[config.mk]
export PLATFORM = sky130hd
export DESIGN_NAME = exec_ctrl
export DESIGN_NICKNAME = d
export VERILOG_FILES = /design/src/rtl/exec_ctrl.sv
export SDC_FILE = /design/constraint.sdc
export NUM_CORES = 1
export LEC_CHECK = 0
export ABC_AREA = 1
export BUFFER_PORTS_ARGS = -buffer_cell sky130_fd_sc_hd__buf_2
export CAP_MARGIN = 25
export CELL_PAD_IN_SITES_DETAIL_PLACEMENT = 1
export CELL_PAD_IN_SITES_GLOBAL_PLACEMENT = 1
export CORE_MARGIN = 4
export CORE_UTILIZATION = 40
export DETAILED_ROUTE_END_ITERATION = 6
export MAX_ROUTING_LAYER = met4
export PLACE_DENSITY_LB_ADDON = 0.1
export SYNTH_ARGS = -nofsm -noshare
export SYNTH_HDL_FRONTEND = slang
export SYNTH_SLANG_ARGS = --single-unit
export TNS_END_PERCENT = 1
[constraint.sdc]
create_clock -name clk -period 4 [get_ports clk]
set_input_delay 0.6 -clock clk [delete_from_list [all_inputs] [get_ports clk]]
set_output_delay 0.6 -clock clk [all_outputs]
set_load 0.1 [all_outputs]
[src/rtl/exec_ctrl.sv]
// Run/halt/step/breakpoint sequencer: run_en is combinational from state and halt_req/bp_match; go press reaches run_en 3+DEB_N cycles after the pin.
// No backpressure: halt_req/bp_match drop run_en in the same cycle and halted follows on the next edge.
module exec_ctrl #(
    parameter int DEB_N = 16,
    parameter int CNT_W = 32
) (
    input  logic             clk,
    input  logic             rst,
    input  logic             go,
    input  logic             step_mode,
    input  logic             halt_req,
    input  logic             bp_en,
    input  logic [31:0]      bp_addr,
    input  logic [31:0]      pc,
    output logic             run_en,
    output logic [1:0]       state,
    output logic             halted,
    output logic             bp_hit,
    output logic [CNT_W-1:0] instr_cnt,
    output logic [CNT_W-1:0] halt_cnt
);

    localparam int DW = $clog2(DEB_N + 1);

    typedef enum logic [1:0] {
        S_RUN   = 2'b00,
        S_HALT  = 2'b01,
        S_STEP  = 2'b10,
        S_BREAK = 2'b11
    } state_t;

    state_t          state_q, state_d;
    logic            skip_q, skip_d;
    logic            bp_hit_q, bp_hit_d;
    logic            go_s1_q, go_s1_d;
    logic            go_s2_q, go_s2_d;
    logic [DW-1:0]   deb_cnt_q, deb_cnt_d;
    logic            deb_lvl_q, deb_lvl_d;
    logic            go_pulse_q, go_pulse_d;
    logic [CNT_W-1:0] instr_cnt_q, instr_cnt_d;
    logic [CNT_W-1:0] halt_cnt_q, halt_cnt_d;
    logic            bp_match;

    assign bp_match = bp_en & (pc == bp_addr);

    // The pulse is registered alongside the level flip so it lasts exactly one cycle per press.
    always_comb begin
        go_s1_d    = go;
        go_s2_d    = go_s1_q;
        deb_cnt_d  = '0;
        deb_lvl_d  = deb_lvl_q;
        go_pulse_d = 1'b0;
        if (go_s2_q != deb_lvl_q) begin
            if (deb_cnt_q == DW'(DEB_N - 1)) begin
                deb_lvl_d  = ~deb_lvl_q;
                go_pulse_d = ~deb_lvl_q;
            end else begin
                deb_cnt_d = deb_cnt_q + 1'b1;
            end
        end
    end

    always_comb begin
        state_d  = state_q;
        skip_d   = skip_q;
        bp_hit_d = bp_hit_q;
        run_en   = 1'b0;
        unique case (state_q)
            S_RUN: begin
                run_en = skip_q | ~(halt_req | bp_match);
                // skip lets the instruction we stopped on execute once after resuming
                if (skip_q) begin
                    skip_d = 1'b0;
                end else if (halt_req) begin
                    state_d = S_HALT;
                end else if (bp_match) begin
                    state_d  = S_BREAK;
                    bp_hit_d = 1'b1;
                end
            end
            S_HALT, S_BREAK: begin
                if (go_pulse_q) begin
                    if (step_mode) begin
                        state_d = S_STEP;
                    end else begin
                        state_d = S_RUN;
                        skip_d  = 1'b1;
                    end
                end
            end
            S_STEP: begin
                run_en  = 1'b1;
                state_d = S_HALT;
            end
        endcase
    end

    assign halted = (state_q == S_HALT) || (state_q == S_BREAK);

    always_comb begin
        instr_cnt_d = instr_cnt_q + {{(CNT_W-1){1'b0}}, run_en};
        halt_cnt_d  = halt_cnt_q + {{(CNT_W-1){1'b0}}, halted};
    end

    always_ff @(posedge clk or negedge rst) begin
        if (!rst) begin
            state_q     <= S_RUN;
            skip_q      <= 1'b0;
            bp_hit_q    <= 1'b0;
            go_s1_q     <= 1'b0;
            go_s2_q     <= 1'b0;
            deb_cnt_q   <= '0;
            deb_lvl_q   <= 1'b0;
            go_pulse_q  <= 1'b0;
            instr_cnt_q <= '0;
            halt_cnt_q  <= '0;
        end else begin
            state_q     <= state_d;
            skip_q      <= skip_d;
            bp_hit_q    <= bp_hit_d;
            go_s1_q     <= go_s1_d;
            go_s2_q     <= go_s2_d;
            deb_cnt_q   <= deb_cnt_d;
            deb_lvl_q   <= deb_lvl_d;
            go_pulse_q  <= go_pulse_d;
            instr_cnt_q <= instr_cnt_d;
            halt_cnt_q  <= halt_cnt_d;
        end
    end

    assign state     = state_q;
    assign bp_hit    = bp_hit_q;
    assign instr_cnt = instr_cnt_q;
    assign halt_cnt  = halt_cnt_q;

endmodule

==> results.py, run 1 <==
metrics = {
    "outcome": {
        "outcome": "complete, no violations",
    },
    "sta": {
        "min_period_ns": 2.634,
        "max-slew-margin-rel_pct": 65.65,
        "fin_ws_ns": 1.366,
        "setup-tns-final_ns": 0,
        "max_freq_mhz": 379.7,
        "clock-skew-final_ns": 0.007958,
        "slew_violations": 0,
        "rsz0062_at_grt": "false",
        "setup_violations": 0,
        "fin_crit_sh_pct": 65.84,
        "tightest_slew_ns": 0.5189,
        "hold_viol": 0,
    },
    "drt": {
        "drt_iter0_drc": 107,
        "routed_wl_um": 11450,
        "drc": 0,
        "firstDrtPassIters": 4,
        "ant_nets": 0,
        "wl_per_cell_um": 14.30,
        "vias": 3815,
        "vias_per_cell": 4.763,
    },
    "power": {
        "clockPowerShare_pct": 36.4,
        "switching_share_pct": 32.24,
        "p_leak_nw": 2.861,
        "power_density_nw_per_um2": 365.7,
        "seqPwrFrac_pct": 43.1,
        "total_switching_power_mw": 0.6333,
        "pwr-share-comb_pct": 20.5,
        "peakVddDrop_uv": 440.0,
        "cell_internal_pwr_mw": 1.331,
    },
    "global_route": {
        "grt_pass1_vias": 4051,
        "grtUsageTotal_pct": 19.55,
        "grt_pass1_wl_um": 19290,
        "grt_antenna_before_repair": 0,
        "grt_max_degree": 78,
        "overflow": 0,
    },
    "clock_network": {
        "cts_tree": "built",
        "cts-root-buf": "clkbuf_8",
        "clk_latency_ns": 0.35,
        "cts_sinks": 77,
        "postCtsSetupBuffers": 0,
        "htree_num_levels": 3,
        "numCtsBuffers": 9,
        "cts.clk_slew.worst_paths_ns": 0.08,
        "hold_buffers": 0,
        "clk_path_buf_depth": 2,
        "cts_resized": 0,
    },
    "worst_setup_path": {
        "start_kind": "input pin",
        "crit_arrival_ns": 2.91,
        "path_class": "in2reg",
        "critPathRequiredTime_ns": 4.28,
        "endpoint_kind": "flop",
        "r2r_start": "state[0]",
        "critPathMaxFanout": 5,
        "cp-startpoint": "bp_addr[29]",
    },
    "synth": {
        "synthTopCellsByArea": "dfrtp_1, nand2_1, xor2_1",
        "synthFlopType": "dfrtp_1",
        "synth_warnings": 0,
        "synthArstFlopShare_pct": 100.0,
        "synthesis.area_um2": 4244,
        "synthMuxAreaShare_pct": 0,
        "syn_inst": 511,
        "synthSimpleGateAreaFrac_pct": 29.33,
        "synth_common_cells": "nand2_1, dfrtp_1, inv_1",
        "syn_avg_cell_area_um2": 8.305,
        "yosysMostFrequentCell": "nand2_1",
        "synth-edff-count": 0,
        "synthAdderAreaFrac_pct": 1.474,
        "yosys.area.top_type": "dfrtp_1",
        "synth_top_family_by_area": "simple AND/OR/NAND/NOR gates",
        "synth.top_cell.area_share_pct": 45.40,
        "synth_compound_area_share_pct": 1.209,
        "syn-num-nets": 586,
        "ys_seq_area_share_pct": 45.40,
        "synthXorXnorAreaFrac_pct": 15.68,
        "ys_ff_latch": 77,
        "synth.distinct_cells": 28,
    },
    "layout": {
        "multi_input_area_um2": 2024,
        "seq_area_um2": 1927,
        "final_layout_size_suffix_gt1_share_pct": 27.07,
        "diodes": 0,
        "area_delta_synth_final_pct": 26.56,
        "final_nets": 735,
        "fillers": 1328,
    },
    "placement": {
        "hpwlAfterDp_um": 9314,
        "portBuffers": 138,
        "dp_slack_ns": 0.9575,
        "place_congestion": 0.8174,
    },
    "floorplanning": {
        "fp-row-count": 37,
        "num_io_pins": 139,
        "die-area_um2": 12320,
        "core-area_um2": 10320,
        "start_util_pct": 41.11,
        "die_h_um": 111.0,
        "die_w_um": 111.0,
    },
    "worst_hold_path": {
        "holdCritPathClass": "in2async",
    },
    "flow_run": {
        "cap_violations": 0,
    },
}
## state kept, by name, indices dropped and copies added, names as in the netlist
signal and count:
halt_cnt 32, instr_cnt 32, deb_cnt_q 5, state 2, bp_hit 1, deb_lvl_q 1, go_pulse_q 1, go_s1_q 1
go_s2_q 1, skip_q 1
## worst max-delay path: stages
cell and delay (ns):
buf_2 0.10, or2_2 0.28, nand2_1 0.07, nor2_1 0.05, nand2_1 0.08, nor2_1 0.05, nand3_1 0.09, nand2_1 0.09
nand3_1 0.10, ha_1 0.17, ha_1 0.20, nand3_2 0.12, nor2_4 0.16, nand4_4 0.16, nor3_2 0.23, nand2_2 0.10
nor2_2 0.10, xor2_1 0.14
## routing by layer
metal	track usage (%)	up-vias	routed length, um
met3	4.367	8	433
met1	21.52	1847	4630
met5	-	-	0
met4	3.777	0	76
met2	36.29	70	6312
li1	-	1890	-
## area by class of cell
type,count,area share (%)
Clock buffer,12,2.702
Clock inverter,4,1.770
Inverter,77,5.381
Multi-Input combinational cell,356,37.69
Sequential cell,77,35.87
Tap cell,136,3.168
Timing Repair Buffer,139,13.42
## power groups by stage
| stage | logic, mW | clock network, mW | registers, mW |
|---|---|---|---|
| finish | 0.403 | 0.715 | 0.846 |
| global route | 0.431 | 0.776 | 0.853 |
| CTS | 0.405 | 0.735 | 0.847 |
| detailed placement | 0.403 | 0 | 0.862 |
| global placement | 0.394 | 0 | 0.859 |
| floorplan | 0.0879 | 0 | 1.06 |
## metrics by stage
stage	utilization, %	hold WS [ns]	std cells	cell area [um2]	power, mW
after global placement	49.44	0.3334	784	5104	1.252
after floorplan	-	0.3044	511	4244	1.145
after CTS	51.76	0.3376	800	5344	1.987
after detailed placement	49.44	0.3419	784	5104	1.265
after global routing	52.03	0.1094	801	5371	2.059
final	52.03	0.1285	801	5371	1.964
## placed cells by master (no fill, tap or decap), types with 5 or more instances in the layout
cell      count
inv_1        73
buf_2       137
nor2_1       51
nand3_1      18
nand4_1      18
clkbuf_8     10
dfrtp_1      77
xor2_1       44
ha_1          5
nor3_1       28
nand2_1     120
xnor2_1      32
## kinds of logic (layout without fill, tap and decap cells)
group,Yosys count,in the layout
AND/OR/NAND/NOR,266,266
AO/OA/AOI/OAI,9,9
adder cells (fa/ha/maj),5,5
flip-flops,77,77
XOR/XNOR,76,76
buffers and inverters,78,232
## path summary, 6_finish.rpt
kind / to / slack, ns / cells past startpoint
setup / recovery: instr_cnt[30] / 1.37 / 18
hold / removal: instr_cnt[31] / 0.13 / 1
setup reg to reg: instr_cnt[30] / 1.44 / 14
hold reg to reg: go_s2_q / 0.36 / 0
max in group asynchronous: halt_cnt[7] / 3.30 / 2
min in group clk: go_s1_q / 0.36 / 1
No activity file was read; power rests on OpenSTA's default activity.
==> run 2, diff against run 1 <==
- CORE_UTILIZATION: 40 -> 37
- clock period: 4 -> 2.7 ns (I/O delays scaled with it)
==> results.py, run 2 (synthesis gave the netlist of run 1 again) <==
metrics = {
    "outcome": {
        "outcome": "complete, no violations",
    },
    "global_route": {
        "grt_max_degree": 53,
        "grt_antenna_before_repair": 0,
        "grt_pass1_wl_um": 20130,
        "grtUsageTotal_pct": 19.69,
        "overflow": 0,
        "grt_pass1_vias": 4242,
    },
    "worst_setup_path": {
        "critPathRequiredTime_ns": 2.92,
        "crit_arrival_ns": 2.59,
        "cp-startpoint": "state[0]",
        "start_kind": "flop",
        "endpoint_kind": "flop",
        "r2r_start": "state[0]",
        "path_class": "reg2reg",
        "critPathMaxFanout": 8,
    },
    "floorplanning": {
        "die_h_um": 115.1,
        "start_util_pct": 38.48,
        "fp-row-count": 38,
        "die_w_um": 115.1,
        "core-area_um2": 11030,
        "num_io_pins": 139,
        "die-area_um2": 13250,
    },
    "drt": {
        "drc": 0,
        "routed_wl_um": 12050,
        "ant_nets": 0,
        "wl_per_cell_um": 14.95,
        "vias": 3834,
        "drt_iter0_drc": 110,
        "vias_per_cell": 4.757,
        "firstDrtPassIters": 5,
    },
    "power": {
        "total_switching_power_mw": 0.9896,
        "power_density_nw_per_um2": 573.6,
        "total_power_mw": 3.183,
        "seqPwrFrac_pct": 39.5,
        "peakVddDrop_uv": 756.4,
        "p_leak_nw": 2.932,
        "cell_internal_pwr_mw": 2.193,
        "switching_share_pct": 31.09,
        "pwr-share-comb_pct": 18.9,
        "clockPowerShare_pct": 41.6,
    },
    "layout": {
        "area_delta_synth_final_pct": 30.75,
        "layout_common_cells": "buf_2, nand2_1, dfrtp_1",
        "final_layout_size_suffix_gt1_share_pct": 28.53,
        "final_nets": 736,
        "final_common_cell": "buf_2",
        "final_cells": 806,
        "stdcell_area_um2": 5549,
        "fin_util_pct": 50.31,
        "diodes": 0,
        "fillers": 1377,
    },
    "placement": {
        "post_dp_cell_area_um2": 5223,
        "dp_cells": 790,
        "hpwlAfterDp_um": 9731,
        "portBuffers": 138,
        "place_congestion": 0.8632,
    },
    "clock_network": {
        "cts-root-buf": "clkbuf_16",
        "postCtsSetupBuffers": 0,
        "cts_resized": 0,
        "cts_tree": "built",
        "hold_buffers": 0,
        "clk_path_buf_depth": 2,
        "numCtsBuffers": 9,
        "htree_num_levels": 3,
        "cts.clk_slew.worst_paths_ns": 0.06,
        "clk_latency_ns": 0.34,
        "cts_sinks": 77,
    },
    "flow_run": {
        "cap_violations": 0,
    },
    "sta": {
        "tightest_slew_ns": 0.6952,
        "clock-skew-final_ns": 0.007373,
        "hold_viol": 0,
        "max_freq_mhz": 421.1,
        "slew_violations": 0,
        "setup_violations": 0,
        "rsz0062_at_grt": "false",
        "hold-worst-slack_ns": 0.1183,
        "fin_crit_sh_pct": 87.95,
        "min_period_ns": 2.375,
        "max-slew-margin-rel_pct": 53.66,
    },
    "worst_hold_path": {
        "holdCritPathClass": "in2async",
    },
}
## run 2: cell count changes in the layout (fill, tap and decap cells not counted), moves of 4 or more
cell and change:
clkbuf_16 +9, clkbuf_8 -8, or2_2 -4, or2_4 +4
## run 2: worst paths after layout
kind / slack (ns) / endpoint / cells after the start
max: 0.33 / instr_cnt[26] / 13
min: 0.12 / instr_cnt[21] / 1
max reg2reg: 0.33 / instr_cnt[26] / 13
min reg2reg: 0.35 / go_s2_q / 0
max in group asynchronous: 1.98 / instr_cnt[11] / 2
min in group clk: 0.17 / go_s1_q / 1
## run 2: metal layers
| layer | vias to the layer above | part of all wire [%] | GRT usage [%] |
|---|---|---|---|
| li1 | 1889 | - | - |
| met1 | 1862 | 40 | 21.54 |
| met2 | 69 | 55 | 36.19 |
| met3 | 14 | 4.1 | 3.842 |
| met4 | 0 | 1.7 | 5.399 |
| met5 | - | 0 | - |
## run 2: critical path, cell delays in order (launching register included)
cell	delay (ns)
dfrtp_4	0.53
nor2_4	0.14
nand2_1	0.08
inv_1	0.09
nand2_2	0.09
nand3_4	0.10
ha_4	0.15
ha_4	0.14
nand3_4	0.08
nor2_4	0.16
nand4_4	0.17
nor3_4	0.23
nand4_1	0.13
xor2_1	0.19
## run 2: cell type report
type / count / area, um2 / share of cell area, %
well taps: 140 / 175.2 / 3.157
repair buffers: 140 / 720.7 / 12.99
clock buffers: 12 / 256.5 / 4.622
flip-flops and latches: 77 / 1934 / 34.86
inverters: 77 / 296.5 / 5.344
clock inverters: 4 / 70.07 / 1.263
multi-input cells: 356 / 2096 / 37.77
## run 2: power by group through the flow
stage / logic [mW] / clock network (mW) / registers, mW
global route: 0.643 / 1.41 / 1.27
finish: 0.601 / 1.32 / 1.26
floorplan: 0.133 / 0 / 1.57
global placement: 0.591 / 0 / 1.27
detailed placement: 0.607 / 0 / 1.28
CTS: 0.610 / 1.35 / 1.26
## run 2: through the flow
stage	setup slack, ns	setup TNS (ns)
2_1_floorplan	-0.04863	-0.04863
3_3_place_gp	0.04992	0
3_5_place_dp	0.005389	0
4_1_cts	0.2969	0
5_1_grt	0.1340	0
6_report	0.3254	0
==> run 3, diff against run 2 <==
==> constraint.sdc (replaced) <==
create_clock -name clk -period 2.7 [get_ports clk]
set_input_delay 0.405 -clock clk [delete_from_list [all_inputs] [get_ports clk]]
set_output_delay 0.405 -clock clk [all_outputs]
set_load 0.005 [all_outputs]
==> results.py, run 3 (synthesis gave the netlist of run 1 again) <==
metrics = {
    "clock_network": {
        "cts_tree": "built",
        "clk_latency_ns": 0.33,
        "htree_num_levels": 3,
        "numCtsBuffers": 9,
        "cts.clk_slew.worst_paths_ns": 0.05,
        "postCtsSetupBuffers": 0,
        "cts-root-buf": "clkbuf_16",
        "clk_path_buf_depth": 2,
        "cts_sinks": 77,
    },
    "sta": {
        "tightest_slew_ns": 0.4786,
        "setup-tns-final_ns": 0,
        "rsz0062_at_grt": "false",
        "fin_ws_ns": 0.2360,
        "fin_crit_sh_pct": 91.26,
        "hold_viol": 0,
        "max_freq_mhz": 405.8,
        "max-slew-margin-rel_pct": 67.64,
        "clock-skew-final_ns": 0.006157,
        "min_period_ns": 2.464,
        "slew_violations": 0,
        "setup_violations": 0,
    },
    "floorplanning": {
        "fp-row-count": 38,
        "num_io_pins": 139,
        "die_h_um": 115.1,
        "core-area_um2": 11030,
        "die_w_um": 115.1,
        "die-area_um2": 13250,
        "start_util_pct": 38.48,
    },
    "power": {
        "p_leak_nw": 2.897,
        "peakVddDrop_uv": 348.7,
        "power_density_nw_per_um2": 492.2,
    },
    "drt": {
        "drt_iter0_drc": 101,
        "routed_wl_um": 11660,
        "wl_per_cell_um": 14.44,
        "drc": 0,
        "firstDrtPassIters": 4,
        "ant_nets": 0,
        "vias": 3799,
        "vias_per_cell": 4.702,
    },
    "worst_hold_path": {
        "holdCritPathClass": "in2reg",
        "worstHoldPathCells": 1,
        "min_from": "go",
    },
    "layout": {
        "diodes": 0,
        "seq_area_um2": 1927,
        "final_layout_size_suffix_gt1_share_pct": 27.40,
        "multi_input_area_um2": 2027,
        "area_delta_synth_final_pct": 28.42,
        "final_common_cell": "buf_2",
        "fillers": 1397,
        "final_nets": 739,
        "layout_common_cells": "buf_2, nand2_1, dfrtp_1",
    },
    "outcome": {
        "outcome": "complete, no violations",
    },
    "global_route": {
        "grt_pass1_vias": 4036,
        "grt_pass1_wl_um": 19310,
        "overflow": 0,
        "grtUsageTotal_pct": 18.83,
        "grt_max_degree": 78,
        "grt_antenna_before_repair": 0,
    },
    "worst_setup_path": {
        "endpoint_kind": "flop",
        "critPathMaxFanout": 5,
        "r2r_start": "state[1]",
        "r2r_cells": 13,
        "path_class": "in2reg",
        "cp-startpoint": "bp_addr[29]",
        "critPathRequiredTime_ns": 2.93,
        "crit_arrival_ns": 2.69,
        "start_kind": "input pin",
    },
    "placement": {
        "portBuffers": 138,
        "dp_slack_ns": -0.1307,
        "hpwlAfterDp_um": 9420,
        "place_congestion": 0.8407,
    },
    "flow_run": {
        "cap_violations": 0,
    },
}
run 3: cell count changes in the layout (fill, tap and decap cells not counted), sizes merged:
cell | previous run | this run
buf | 140 | 142
dlygate4sd3 | 0 | 1
bufinv | 2 | 0
clkbuf | 12 | 14
clkinv | 2 | 1
run 3: through the flow:
stage | power [mW] | std cells | utilization [%] | hold slack (ns) | instance area [um2]
after floorplan | 1.398 | 511 | - | 0.1094 | 4244
after global placement | 1.556 | 791 | 46.52 | 0.3345 | 5131
after detailed placement | 1.568 | 791 | 46.52 | 0.3418 | 5131
after CTS | 2.734 | 806 | 49.05 | 0.1633 | 5410
after global routing | 2.828 | 808 | 49.41 | 0.1621 | 5450
final | 2.683 | 808 | 49.41 | 0.1812 | 5450
run 3: timing repair:
item | 4_1_cts | 5_1_grt
hold endpoints to repair | 0 | 5
resized for setup | 0 | 1
setup endpoints to repair | 0 | 1
hold buffers | 0 | 1
run 3: power breakdown:
group	total (mW)	switching, mW	internal (mW)
clock network	1.14	0.444	0.692
logic	0.294	0.161	0.133
registers	1.25	0.0508	1.20
run 3: metal layers:
| layer | track usage, % | up-vias | share of wire [%] | routed length (um) |
|---|---|---|---|---|
| met4 | 5.164 | 0 | 1.5 | 170 |
| met5 | - | - | 0 | 0 |
| met2 | 33.45 | 76 | 54 | 6264 |
| li1 | - | 1907 | - | - |
| met1 | 21.13 | 1802 | 41 | 4776 |
| met3 | 4.421 | 14 | 3.9 | 453 |
run 3: path summary, 6_finish.rpt:
check                                      to  slack [ns]
worst min-delay path                  go_s1_q        0.18
max in group asynchronous        deb_cnt_q[3]        1.71
worst min register to register        go_s2_q        0.36
worst max-delay path            instr_cnt[26]        0.24
worst max register to register  instr_cnt[26]        0.28
min in group asynchronous        instr_cnt[1]        0.43
run 3: worst max-delay path, cell delays in order:
cell and delay, ns:
buf_2 0.10, or2_2 0.28, nand2_1 0.07, nor2_1 0.04, nand2_1 0.08, nor2_1 0.05
nand3_1 0.10, nand2_1 0.07, nand3_1 0.10, ha_1 0.18, ha_1 0.20, nand3_2 0.12
nor2_4 0.15, nand4_4 0.16, nor3_2 0.21, nand4_1 0.15, xor2_1 0.22
run 3: area by class of cell:
cell class                 count  share of cell area [%]
clock buffer                  14                   5.028
clock inverter                 1                 0.09183
inverter                      77                   5.303
multi-input combinational    356                   37.19
sequential                    77                   35.35
tap                          140                   3.214
timing repair buffer         143                   13.82
